<file path="config.mk">
export PLATFORM = sky130hd
export DESIGN_NAME = hazard_ctrl_pipe
export DESIGN_NICKNAME = d
export VERILOG_FILES = /design/src/rtl/hazard_ctrl_pipe.sv
export SDC_FILE = /design/constraint.sdc
export NUM_CORES = 1
export LEC_CHECK = 0
export CAP_MARGIN = 15
export CORE_ASPECT_RATIO = 1.5
export CORE_UTILIZATION = 49
export DETAILED_ROUTE_END_ITERATION = 10
export GPL_ROUTABILITY_DRIVEN = 0
export HOLD_SLACK_MARGIN = 0.02
export PLACE_DENSITY = 0.9
export SYNTH_ARGS = -nofsm -noshare
export SYNTH_HDL_FRONTEND = slang
export SYNTH_SLANG_ARGS = --single-unit
</file>
<file path="constraint.sdc">
create_clock -name clk -period 7.3 [get_ports clk]
set_input_delay 2.19 -clock clk [delete_from_list [all_inputs] [get_ports clk]]
set_output_delay 2.19 -clock clk [all_outputs]
set_load 0.02 [all_outputs]
</file>
<file path="src/rtl/hazard_ctrl_pipe.sv">
// Hazard control and E/M/W control pipeline for a 5-stage MIPS core.
// Ports: decoded D-stage controls and specifiers in; stall/flush, E- and D-stage
//   forwarding selects, registered E/M/W controls and a saturating stall counter out.
module hazard_ctrl_pipe #(
  parameter int CNT_W = 16
) (
  input  logic             clk,
  input  logic             rst_n,
  input  logic             RegWriteD,
  input  logic             MemtoRegD,
  input  logic             MemWriteD,
  input  logic             BranchD,
  input  logic             ALUSrcD,
  input  logic             ALUSrc_shamtD,
  input  logic             RegDstD,
  input  logic [3:0]       ALUControlD,
  input  logic [4:0]       RsD,
  input  logic [4:0]       RtD,
  input  logic [4:0]       RdD,
  output logic             StallF,
  output logic             StallD,
  output logic             FlushE,
  output logic [1:0]       ForwardAE,
  output logic [1:0]       ForwardBE,
  output logic             ForwardAD,
  output logic             ForwardBD,
  output logic             RegWriteE,
  output logic             MemtoRegE,
  output logic             MemWriteE,
  output logic             ALUSrcE,
  output logic             ALUSrc_shamtE,
  output logic             RegDstE,
  output logic [3:0]       ALUControlE,
  output logic [4:0]       RsE,
  output logic [4:0]       RtE,
  output logic [4:0]       RdE,
  output logic [4:0]       WriteRegE,
  output logic             RegWriteM,
  output logic             MemtoRegM,
  output logic             MemWriteM,
  output logic [4:0]       WriteRegM,
  output logic             RegWriteW,
  output logic             MemtoRegW,
  output logic [4:0]       WriteRegW,
  output logic [CNT_W-1:0] StallCount
);

  logic lwstall;
  logic branchstall;
  logic br_hit_e;
  logic br_hit_m;
  logic stall;

  assign WriteRegE = RegDstE ? RdE : RtE;

  // A load in E whose target is a D-stage source must wait one cycle for memory.
  assign lwstall = MemtoRegE && (RtE != 5'd0) && ((RtE == RsD) || (RtE == RtD));

  // The branch comparator sits in D, so an ALU result still in E, or a load
  // result still in M, cannot reach it in time.
  assign br_hit_e = RegWriteE && (WriteRegE != 5'd0) &&
                    ((WriteRegE == RsD) || (WriteRegE == RtD));
  assign br_hit_m = MemtoRegM && (WriteRegM != 5'd0) &&
                    ((WriteRegM == RsD) || (WriteRegM == RtD));
  assign branchstall = BranchD && (br_hit_e || br_hit_m);

  assign stall  = lwstall || branchstall;
  assign StallF = stall;
  assign StallD = stall;
  assign FlushE = stall;

  // E-stage operand selects; the younger result in M wins over W.
  always_comb begin
    ForwardAE = 2'b00;
    if (RegWriteM && (WriteRegM != 5'd0) && (WriteRegM == RsE))
      ForwardAE = 2'b10;
    else if (RegWriteW && (WriteRegW != 5'd0) && (WriteRegW == RsE))
      ForwardAE = 2'b01;
  end

  always_comb begin
    ForwardBE = 2'b00;
    if (RegWriteM && (WriteRegM != 5'd0) && (WriteRegM == RtE))
      ForwardBE = 2'b10;
    else if (RegWriteW && (WriteRegW != 5'd0) && (WriteRegW == RtE))
      ForwardBE = 2'b01;
  end

  assign ForwardAD = RegWriteM && (WriteRegM != 5'd0) && (WriteRegM == RsD);
  assign ForwardBD = RegWriteM && (WriteRegM != 5'd0) && (WriteRegM == RtD);

  // E register: a flush loads a bubble instead of the held D bundle.
  always_ff @(posedge clk or negedge rst_n) begin
    if (!rst_n) begin
      RegWriteE     <= 1'b0;
      MemtoRegE     <= 1'b0;
      MemWriteE     <= 1'b0;
      ALUSrcE       <= 1'b0;
      ALUSrc_shamtE <= 1'b0;
      RegDstE       <= 1'b0;
      ALUControlE   <= 4'd0;
      RsE           <= 5'd0;
      RtE           <= 5'd0;
      RdE           <= 5'd0;
    end else if (FlushE) begin
      RegWriteE     <= 1'b0;
      MemtoRegE     <= 1'b0;
      MemWriteE     <= 1'b0;
      ALUSrcE       <= 1'b0;
      ALUSrc_shamtE <= 1'b0;
      RegDstE       <= 1'b0;
      ALUControlE   <= 4'd0;
      RsE           <= 5'd0;
      RtE           <= 5'd0;
      RdE           <= 5'd0;
    end else begin
      RegWriteE     <= RegWriteD;
      MemtoRegE     <= MemtoRegD;
      MemWriteE     <= MemWriteD;
      ALUSrcE       <= ALUSrcD;
      ALUSrc_shamtE <= ALUSrc_shamtD;
      RegDstE       <= RegDstD;
      ALUControlE   <= ALUControlD;
      RsE           <= RsD;
      RtE           <= RtD;
      RdE           <= RdD;
    end
  end

  // M and W always advance.
  always_ff @(posedge clk or negedge rst_n) begin
    if (!rst_n) begin
      RegWriteM <= 1'b0;
      MemtoRegM <= 1'b0;
      MemWriteM <= 1'b0;
      WriteRegM <= 5'd0;
      RegWriteW <= 1'b0;
      MemtoRegW <= 1'b0;
      WriteRegW <= 5'd0;
    end else begin
      RegWriteM <= RegWriteE;
      MemtoRegM <= MemtoRegE;
      MemWriteM <= MemWriteE;
      WriteRegM <= WriteRegE;
      RegWriteW <= RegWriteM;
      MemtoRegW <= MemtoRegM;
      WriteRegW <= WriteRegM;
    end
  end

  // Stall-cycle counter, sticks at all-ones.
  always_ff @(posedge clk or negedge rst_n) begin
    if (!rst_n)
      StallCount <= '0;
    else if (StallD && (StallCount != {CNT_W{1'b1}}))
      StallCount <= StallCount + CNT_W'(1);
  end

endmodule
</file>
==> impl_metrics.py, run 1 <==
metrics = {
    "power_and_ir_drop": {
        "switching_share": 0.348,
        "p_switching_mw": 0.301,
        "comb_power_share": 0.329,
        "ir_drop_v": 0.000164,
        "leakage_nw": 1.63,
        "pwr-share-clk": 0.203,
        "pwr-share-seq": 0.469,
        "intPower_mw": 0.564,
        "powerDensity_nw_per_um2": 221,
    },
    "logic_synthesis": {
        "ys_seq_area_frac": 0.493,
        "synth_top_area_share": 0.493,
        "syn_avg_cell_area_um2": 11.3,
        "yosysUniqueCellTypes": 34,
        "netlist_area_um2": 2850,
        "ys_seq_elements": 56,
        "ys_warn_count": 0,
        "synth_top_area_cell": "dfrtp_1",
        "netlist_instances": 252,
        "synth_nets": 281,
        "yosys-top-cells-area": "dfrtp_1, xor2_1, xnor2_1",
    },
    "cells_and_area": {
        "drive_gt1_frac": 0.0906,
        "nFillCells": 444,
        "seq_area_um2": 1400,
        "mostFrequentLayoutCell": "clkdlybuf4s50_1",
        "nets": 370,
        "fin_area_um2": 3920,
        "area_delta_synth_final_pct": 37.9,
        "layout_common_cells": "clkdlybuf4s50_1, dfrtp_1, xor2_1",
        "multiInputGateArea_um2": 1330,
        "antenna_cells": 0,
    },
    "timing": {
        "fmax_ghz": 0.153,
        "rsz0062_at_grt": "no",
        "setup_viol": 0,
        "hold_viol": 0,
        "layout_setup_ws_ns": 0.753,
        "final-max-slew-violation-count": 0,
        "finalCritPeriodShare": 0.897,
        "finalSetupTns_ns": 0,
        "layout_min_cycle_time_ns": 6.55,
        "fin_skew_ns": 0.0123,
        "holdWs_ns": 0.391,
        "tightest_slew_ns": 0.688,
        "max_slew_margin": 0.541,
    },
    "critical_path": {
        "critPathLaunchType": "input pin",
        "crit_start": "RtD[2]",
        "reg2reg_from": "RegDstE",
        "endpoint_kind": "primary output",
        "cp.required_ns": 5.11,
        "crit_type": "input pin to primary output",
        "worst_ep_arrival_time_ns": 4.36,
        "worst-path-max-fanout": 4,
    },
    "global_route": {
        "grt.total_usage": 0.243,
        "grt_remaining_overflow": 0,
        "grt_pass1_wl_um": 11100,
        "grt_pass1_vias": 2254,
        "antenna_found_initial": 0,
        "grt_max_degree": 57,
    },
    "drt": {
        "first_pass_iters": 4,
        "vias": 2163,
        "postRouteAntennaNets": 0,
        "drc_errors": 0,
        "drt_iter0_drc": 81,
        "drt-wirelength-per-cell_um": 16.6,
        "routed_wl_um": 6850,
        "viasPerCell": 5.25,
    },
    "floorplan": {
        "pin_count": 98,
        "die_y_um": 95.3,
        "core_um2": 5530,
        "initial_core_util": 0.514,
        "die_area_um2": 6120,
        "rows": 33,
        "dieWidth_um": 64.2,
    },
    "cts": {
        "clockBufferDepth": 2,
        "cts_sinks": 56,
        "cts-htree-levels": 2,
        "cts-root-buf": "clkbuf_8",
        "cts_setup_buffers": 0,
        "cts_made_buffers": 5,
        "insertion_delay_ns": 0.31,
        "cts_hold_buf": 0,
        "cts_tree": "done",
        "postCtsResizedCells": 0,
        "clk_pin_slew_ns": 0.10,
    },
    "min_path": {
        "min_from": "MemWriteE",
        "min_path_type": "register to register",
    },
    "placement": {
        "postPlaceCellArea_um2": 3830,
        "io_buffer_count": 97,
        "pre_cts_ws_ns": 0.769,
        "dpl.hpwl_um": 5170,
    },
    "outcome": {
        "outcome": "completed",
    },
    "flow_run": {
        "drv_cap": 0,
    },
}
-- logic make-up after synthesis --
family | after synthesis | share of synthesized area
and+or+nand+nor | 94 | 0.198
xor gates and xnor gates | 63 | 0.207
DFF | 56 | 0.493
buffers and inverters | 24 | 0.0400
muxes | 8 | 0.0427
AOI/OAI and AO/OA | 6 | 0.0150
adders and majority gates | 1 | 0.00440
-- area by class of cell --
class                           instances  area share
Inverter                                6     0.00574
Timing Repair Buffer                  100       0.252
Clock inverter                          3     0.00638
Tap cell                               70      0.0223
Clock buffer                            5      0.0175
Sequential cell                        56       0.357
Multi-Input combinational cell        172       0.339
-- through the flow --
stage          std cells  power (mW)   util
3_5_place_dp         404       0.698  0.692
4_1_cts              412       0.874  0.709
2_1_floorplan        252       0.560      -
6_report             412       0.865  0.709
5_1_grt              412       0.910  0.709
3_3_place_gp         404       0.691  0.692
-- registers in the layout, indices dropped and copies added (netlist names), 4 cells and up --
name and flops:
RdE 5, WriteRegM 5, RsE 5, StallCount 16, WriteRegW 5, ALUControlE 4, RtE 5
-- path summary, 6_finish.rpt --
check	end	slack, ns	cells past startpoint
min reg2reg	MemWriteM	0.39	0
min	MemWriteM	0.39	0
max	FlushE	0.75	8
max in group asynchronous	ALUControlE[3]	4.86	2
min in group asynchronous	StallCount[15]	2.00	2
max reg2reg	StallCount[12]	4.30	9
-- cells in the mapped netlist --
library cell / n
o21ai_0: 2
mux2i_4: 3
nor2_1: 6
xnor2_2: 5
nor4_1: 4
nand3_1: 13
o221a_1: 1
mux2i_1: 2
or3b_4: 1
buf_2: 1
nand4_1: 5
and2_1: 26
inv_1: 6
dfrtp_1: 56
xnor2_1: 22
and3_1: 3
xor2_1: 36
or3_1: 1
buf_4: 2
nor3_2: 1
ha_1: 1
or3_4: 2
or4_4: 1
nor3_1: 13
a31oi_1: 2
clkbuf_1: 13
o311ai_0: 1
nor4_2: 2
mux2_2: 3
nand2b_1: 1
or4_1: 4
or4b_4: 1
nand2_1: 10
buf_6: 2
-- metal layers --
layer  GRT usage  vias to the layer above  share of wire
met5           0                        -              0
met4       0.131                        0          0.032
met3      0.0371                       21          0.050
met2       0.444                       91           0.54
met1       0.267                     1046           0.37
li1            -                     1005              -
-- power by group through the flow --
stage                     sequential [mW]  clock [mW]  combinational (mW)
after floorplan                     0.432           0               0.129
after global placement              0.410           0               0.281
after detailed placement            0.412           0               0.286
after CTS                           0.406       0.181               0.287
after global routing                0.412       0.194               0.304
final                               0.406       0.175               0.284
-- critical path, cell delays in order --
cell and delay [ns]:
clkdlybuf4s50_1 0.59, xor2_1 0.18, nand3_1 0.11, nor3_2 0.19, a31oi_1 0.06, o221a_1 0.32, inv_1 0.11, clkdlybuf4s50_1 0.61
Power figures use the tool's default switching activity.
==> inputs of run 2 (changes only) <==
- CORE_UTILIZATION: 49 -> 51
- CTS_BUF_LIST: default -> sky130_fd_sc_hd__clkbuf_8
- PLACE_DENSITY: 0.9 -> 0.93
==> impl_metrics.py, run 2 (synthesis gave the netlist of run 1 again) <==
metrics = {
    "outcome": {
        "outcome": "completed",
    },
    "drt": {
        "viasPerCell": 5.42,
        "drt-wirelength-per-cell_um": 17.3,
        "drc_errors": 0,
        "postRouteAntennaNets": 0,
        "routed_wl_um": 7120,
        "drt_iter0_drc": 92,
        "first_pass_iters": 4,
        "vias": 2235,
    },
    "cts": {
        "cts_made_buffers": 5,
        "cts_tree": "done",
        "cts-htree-levels": 2,
        "cts-root-buf": "clkbuf_8",
        "cts_setup_buffers": 0,
        "postCtsResizedCells": 0,
        "clk_pin_slew_ns": 0.10,
        "cts_sinks": 56,
        "clockBufferDepth": 2,
        "cts_hold_buf": 0,
        "insertion_delay_ns": 0.31,
    },
    "timing": {
        "setup_viol": 0,
        "hold_viol": 0,
        "tightest_slew_ns": 0.703,
        "fmax_ghz": 0.152,
        "holdWs_ns": 0.384,
        "finalCritPeriodShare": 0.904,
        "final-max-slew-violation-count": 0,
        "layout_min_cycle_time_ns": 6.60,
        "rsz0062_at_grt": "no",
        "fin_skew_ns": 0.0107,
        "max_slew_margin": 0.531,
        "finalSetupTns_ns": 0,
    },
    "flow_run": {
        "drv_cap": 0,
    },
    "cells_and_area": {
        "area_delta_synth_final_pct": 37.9,
        "seq_area_um2": 1400,
        "nets": 370,
        "antenna_cells": 0,
        "mostFrequentLayoutCell": "clkdlybuf4s50_1",
        "fin_area_um2": 3920,
        "drive_gt1_frac": 0.0906,
        "multiInputGateArea_um2": 1330,
        "max_flop_register": "StallCount",
        "final_cell_count_no_fill": 412,
        "layout_common_cells": "clkdlybuf4s50_1, dfrtp_1, xor2_1",
        "nFillCells": 395,
        "largest_reg_flops": 16,
    },
    "floorplan": {
        "pin_count": 98,
        "die_y_um": 93.5,
        "die_area_um2": 5890,
        "dieWidth_um": 63.0,
        "core_um2": 5410,
        "rows": 33,
        "initial_core_util": 0.526,
    },
    "critical_path": {
        "cp.required_ns": 5.11,
        "critPathLaunchType": "input pin",
        "crit_type": "input pin to primary output",
        "endpoint_kind": "primary output",
        "worst-path-max-fanout": 4,
        "worst_ep_arrival_time_ns": 4.41,
    },
    "placement": {
        "dpl.hpwl_um": 5340,
        "postPlaceCellArea_um2": 3830,
        "io_buffer_count": 97,
        "placed_cells": 404,
    },
    "global_route": {
        "antenna_found_initial": 0,
        "grt_pass1_vias": 2373,
        "grt_max_degree": 57,
        "grt.total_usage": 0.253,
        "grt_remaining_overflow": 0,
        "grt_pass1_wl_um": 11300,
    },
    "power_and_ir_drop": {
        "leakage_nw": 1.63,
        "total_power_mw": 0.869,
        "ir_drop_v": 0.000152,
        "powerDensity_nw_per_um2": 222,
    },
    "min_path": {
        "min_path_type": "register to register",
    },
}
-- run 2: cell types whose count changed in the layout (fill, tap and decap cells not counted) --
| cell | change |
|---|---|
| inv_6 | -2 |
| clkinv_4 | +1 |
| clkinvlp_4 | +1 |
-- run 2: path summary, 6_finish.rpt --
check | start | endpoint | slack (ns) | cells after the start
max | RsD[2] | FlushE | 0.70 | 9
min | MemWriteE | MemWriteM | 0.38 | 0
max reg2reg | RegDstE | StallCount[12] | 4.27 | 8
min reg2reg | MemWriteE | MemWriteM | 0.38 | 0
max in group asynchronous | rst_n | MemWriteE | 4.84 | 2
min in group asynchronous | rst_n | StallCount[15] | 2.00 | 2
-- run 2: through the flow --
stage,setup slack (ns),util
CTS,0.741,0.725
global placement,0.793,0.708
floorplan,1.51,-
finish,0.701,0.725
global route,0.615,0.725
detailed placement,0.767,0.708
-- run 2: layout make-up --
| cell class | count | area share |
|---|---|---|
| well taps | 70 | 0.0223 |
| repair buffers | 100 | 0.252 |
| inverters | 6 | 0.00574 |
| clock buffers | 5 | 0.0175 |
| flip-flops and latches | 56 | 0.357 |
| multi-input cells | 172 | 0.339 |
| clock inverters | 3 | 0.00606 |
-- run 2: power by group --
group | internal, mW | leakage [nW] | switching, mW
logic | 0.148 | 0.901 | 0.139
clock network | 0.0682 | 0.0404 | 0.106
registers | 0.346 | 0.688 | 0.0612
-- run 2: worst max-delay path, stage by stage --
cell	delay, ns
clkdlybuf4s50_1	0.54
xor2_1	0.23
nor3_1	0.20
nand3_1	0.12
nand2_1	0.09
nand4_1	0.11
o221a_1	0.19
inv_1	0.11
clkdlybuf4s50_1	0.62
-- run 2: routing by layer --
| layer | routed length [um] | up-vias | global-route usage |
|---|---|---|---|
| met2 | 3850 | 119 | 0.468 |
| li1 | - | 1008 | - |
| met1 | 2580 | 1081 | 0.265 |
| met4 | 281 | 0 | 0.149 |
| met5 | 0 | - | 0 |
| met3 | 411 | 27 | 0.0390 |
==> inputs of run 3 (changes only) <==
- GPL_TIMING_DRIVEN: default -> 0
- REMOVE_ABC_BUFFERS: default -> 1
- TNS_END_PERCENT: default -> 100
==> impl_metrics.py, run 3 (synthesis gave the netlist of run 1 again) <==
metrics = {
    "outcome": {
        "outcome": "completed",
    },
    "timing": {
        "fin_skew_ns": 0.00671,
        "final-max-slew-violation-count": 0,
        "holdWs_ns": 0.385,
        "finalCritPeriodShare": 0.945,
        "rsz0062_at_grt": "no",
        "hold_viol": 0,
        "tightest_slew_ns": 0.737,
        "setup_viol": 0,
        "layout_min_cycle_time_ns": 6.90,
        "fmax_ghz": 0.145,
        "max_slew_margin": 0.508,
    },
    "drt": {
        "first_pass_iters": 4,
        "vias": 2201,
        "drt-wirelength-per-cell_um": 16.4,
        "routed_wl_um": 6740,
        "drc_errors": 0,
        "postRouteAntennaNets": 0,
        "viasPerCell": 5.34,
        "drt_iter0_drc": 84,
    },
    "critical_path": {
        "slowest_delay_ns": 0.66,
        "cpMaxStageDelayCell": "o221a_1",
        "cp.required_ns": 5.11,
        "r2r_slack_ns": 4.13,
        "worst-path-max-fanout": 19,
        "worst_ep_arrival_time_ns": 4.71,
        "crit_chain": "clkdlybuf4s50_1, xor2_1, nor3_1, nand3_1, nand2_1, nand4_1, o221a_1, inv_1, clkdlybuf4s50_1",
        "critPathLaunchType": "input pin",
        "crit_top_cell": "clkdlybuf4s50_1",
        "endpoint_kind": "primary output",
        "crit_type": "input pin to primary output",
    },
    "power_and_ir_drop": {
        "total_power_mw": 0.860,
        "powerDensity_nw_per_um2": 218,
        "ir_drop_v": 0.000231,
        "leakage_nw": 1.65,
    },
    "cells_and_area": {
        "mostFrequentLayoutCell": "clkdlybuf4s50_1",
        "nets": 370,
        "area_delta_synth_final_pct": 38.7,
        "fin_util": 0.730,
        "nFillCells": 386,
        "antenna_cells": 0,
        "largest_reg_flops": 16,
        "final_cell_count_no_fill": 412,
        "drive_gt1_frac": 0.0848,
        "max_flop_register": "StallCount",
        "layout_common_cells": "clkdlybuf4s50_1, dfrtp_1, xor2_1",
    },
    "floorplan": {
        "die_y_um": 93.5,
        "rows": 33,
        "die_area_um2": 5890,
        "core_um2": 5410,
        "dieWidth_um": 63.0,
        "pin_count": 98,
        "initial_core_util": 0.526,
    },
    "cts": {
        "postCtsResizedCells": 0,
        "cts-htree-levels": 2,
        "cts_setup_buffers": 0,
        "clockBufferDepth": 2,
        "cts_tree": "done",
        "cts_sinks": 56,
        "insertion_delay_ns": 0.31,
        "clk_pin_slew_ns": 0.09,
        "cts_hold_buf": 0,
        "cts-root-buf": "clkbuf_8",
        "cts_made_buffers": 5,
    },
    "global_route": {
        "grt_remaining_overflow": 0,
        "grt_pass1_vias": 2244,
        "grt_max_degree": 39,
        "antenna_found_initial": 0,
        "grt_pass1_wl_um": 11000,
        "grt.total_usage": 0.244,
    },
    "placement": {
        "placed_cells": 404,
        "dpl.hpwl_um": 5090,
        "io_buffer_count": 97,
    },
    "min_path": {
        "min_path_type": "register to register",
    },
    "flow_run": {
        "drv_cap": 0,
    },
}
-- run 3: cell types whose count changed in the layout (fill, tap and decap cells not counted) --
cell        before  now
buf_12           0    1
inv_1            6    8
buf_16           0    1
clkinvlp_4       2    0
buf_4            3    1
-- run 3: area by class of cell --
class                      count  area, um2  area share
sequential                    56       1400       0.355
multi-input combinational    172       1330       0.337
timing repair buffer         100       1020       0.259
tap                           70       87.6      0.0222
clock buffer                   5       68.8      0.0174
inverter                       6       22.5     0.00571
clock inverter                 3       16.3     0.00412
-- run 3: where the power goes --
group	internal (mW)	total, mW	switching, mW
logic	0.152	0.291	0.139
clock network	0.0661	0.163	0.0974
registers	0.346	0.406	0.0595
total	0.564	0.860	0.296
-- run 3: final timing paths --
check	end	startpoint	cells after the start
worst max-delay path	StallD	RsD[4]	9
worst min-delay path	MemWriteM	MemWriteE	0
worst max register to register	StallCount[10]	RegDstE	9
worst min register to register	MemWriteM	MemWriteE	0
max in group asynchronous	WriteRegW[4]	rst_n	2
min in group asynchronous	StallCount[8]	rst_n	1
-- run 3: per-layer routing --
metal | track usage | vias up | share of wire
li1 | - | 1007 | -
met1 | 0.271 | 1072 | 0.37
met2 | 0.451 | 103 | 0.54
met3 | 0.0341 | 19 | 0.055
met4 | 0.118 | 0 | 0.036
met5 | 0 | - | 0
-- run 3: stage by stage --
stage	cell area (um2)	worst slack (ns)	setup TNS, ns
after floorplan	2750	1.28	0
after global placement	3810	-0.0331	-0.0981
after detailed placement	3860	0.387	0
after CTS	3950	0.381	0
after global routing	3950	0.204	0
final	3950	0.400	0
-- run 3: critical path, delay by kind of cell --
| family | cells | cell delay [ns] |
|---|---|---|
| buffers and inverters | 3 | 1.35 |
| AO/OA/AOI/OAI | 1 | 0.66 |
| AND/OR/NAND/NOR | 4 | 0.32 |
| XOR/XNOR | 1 | 0.18 |
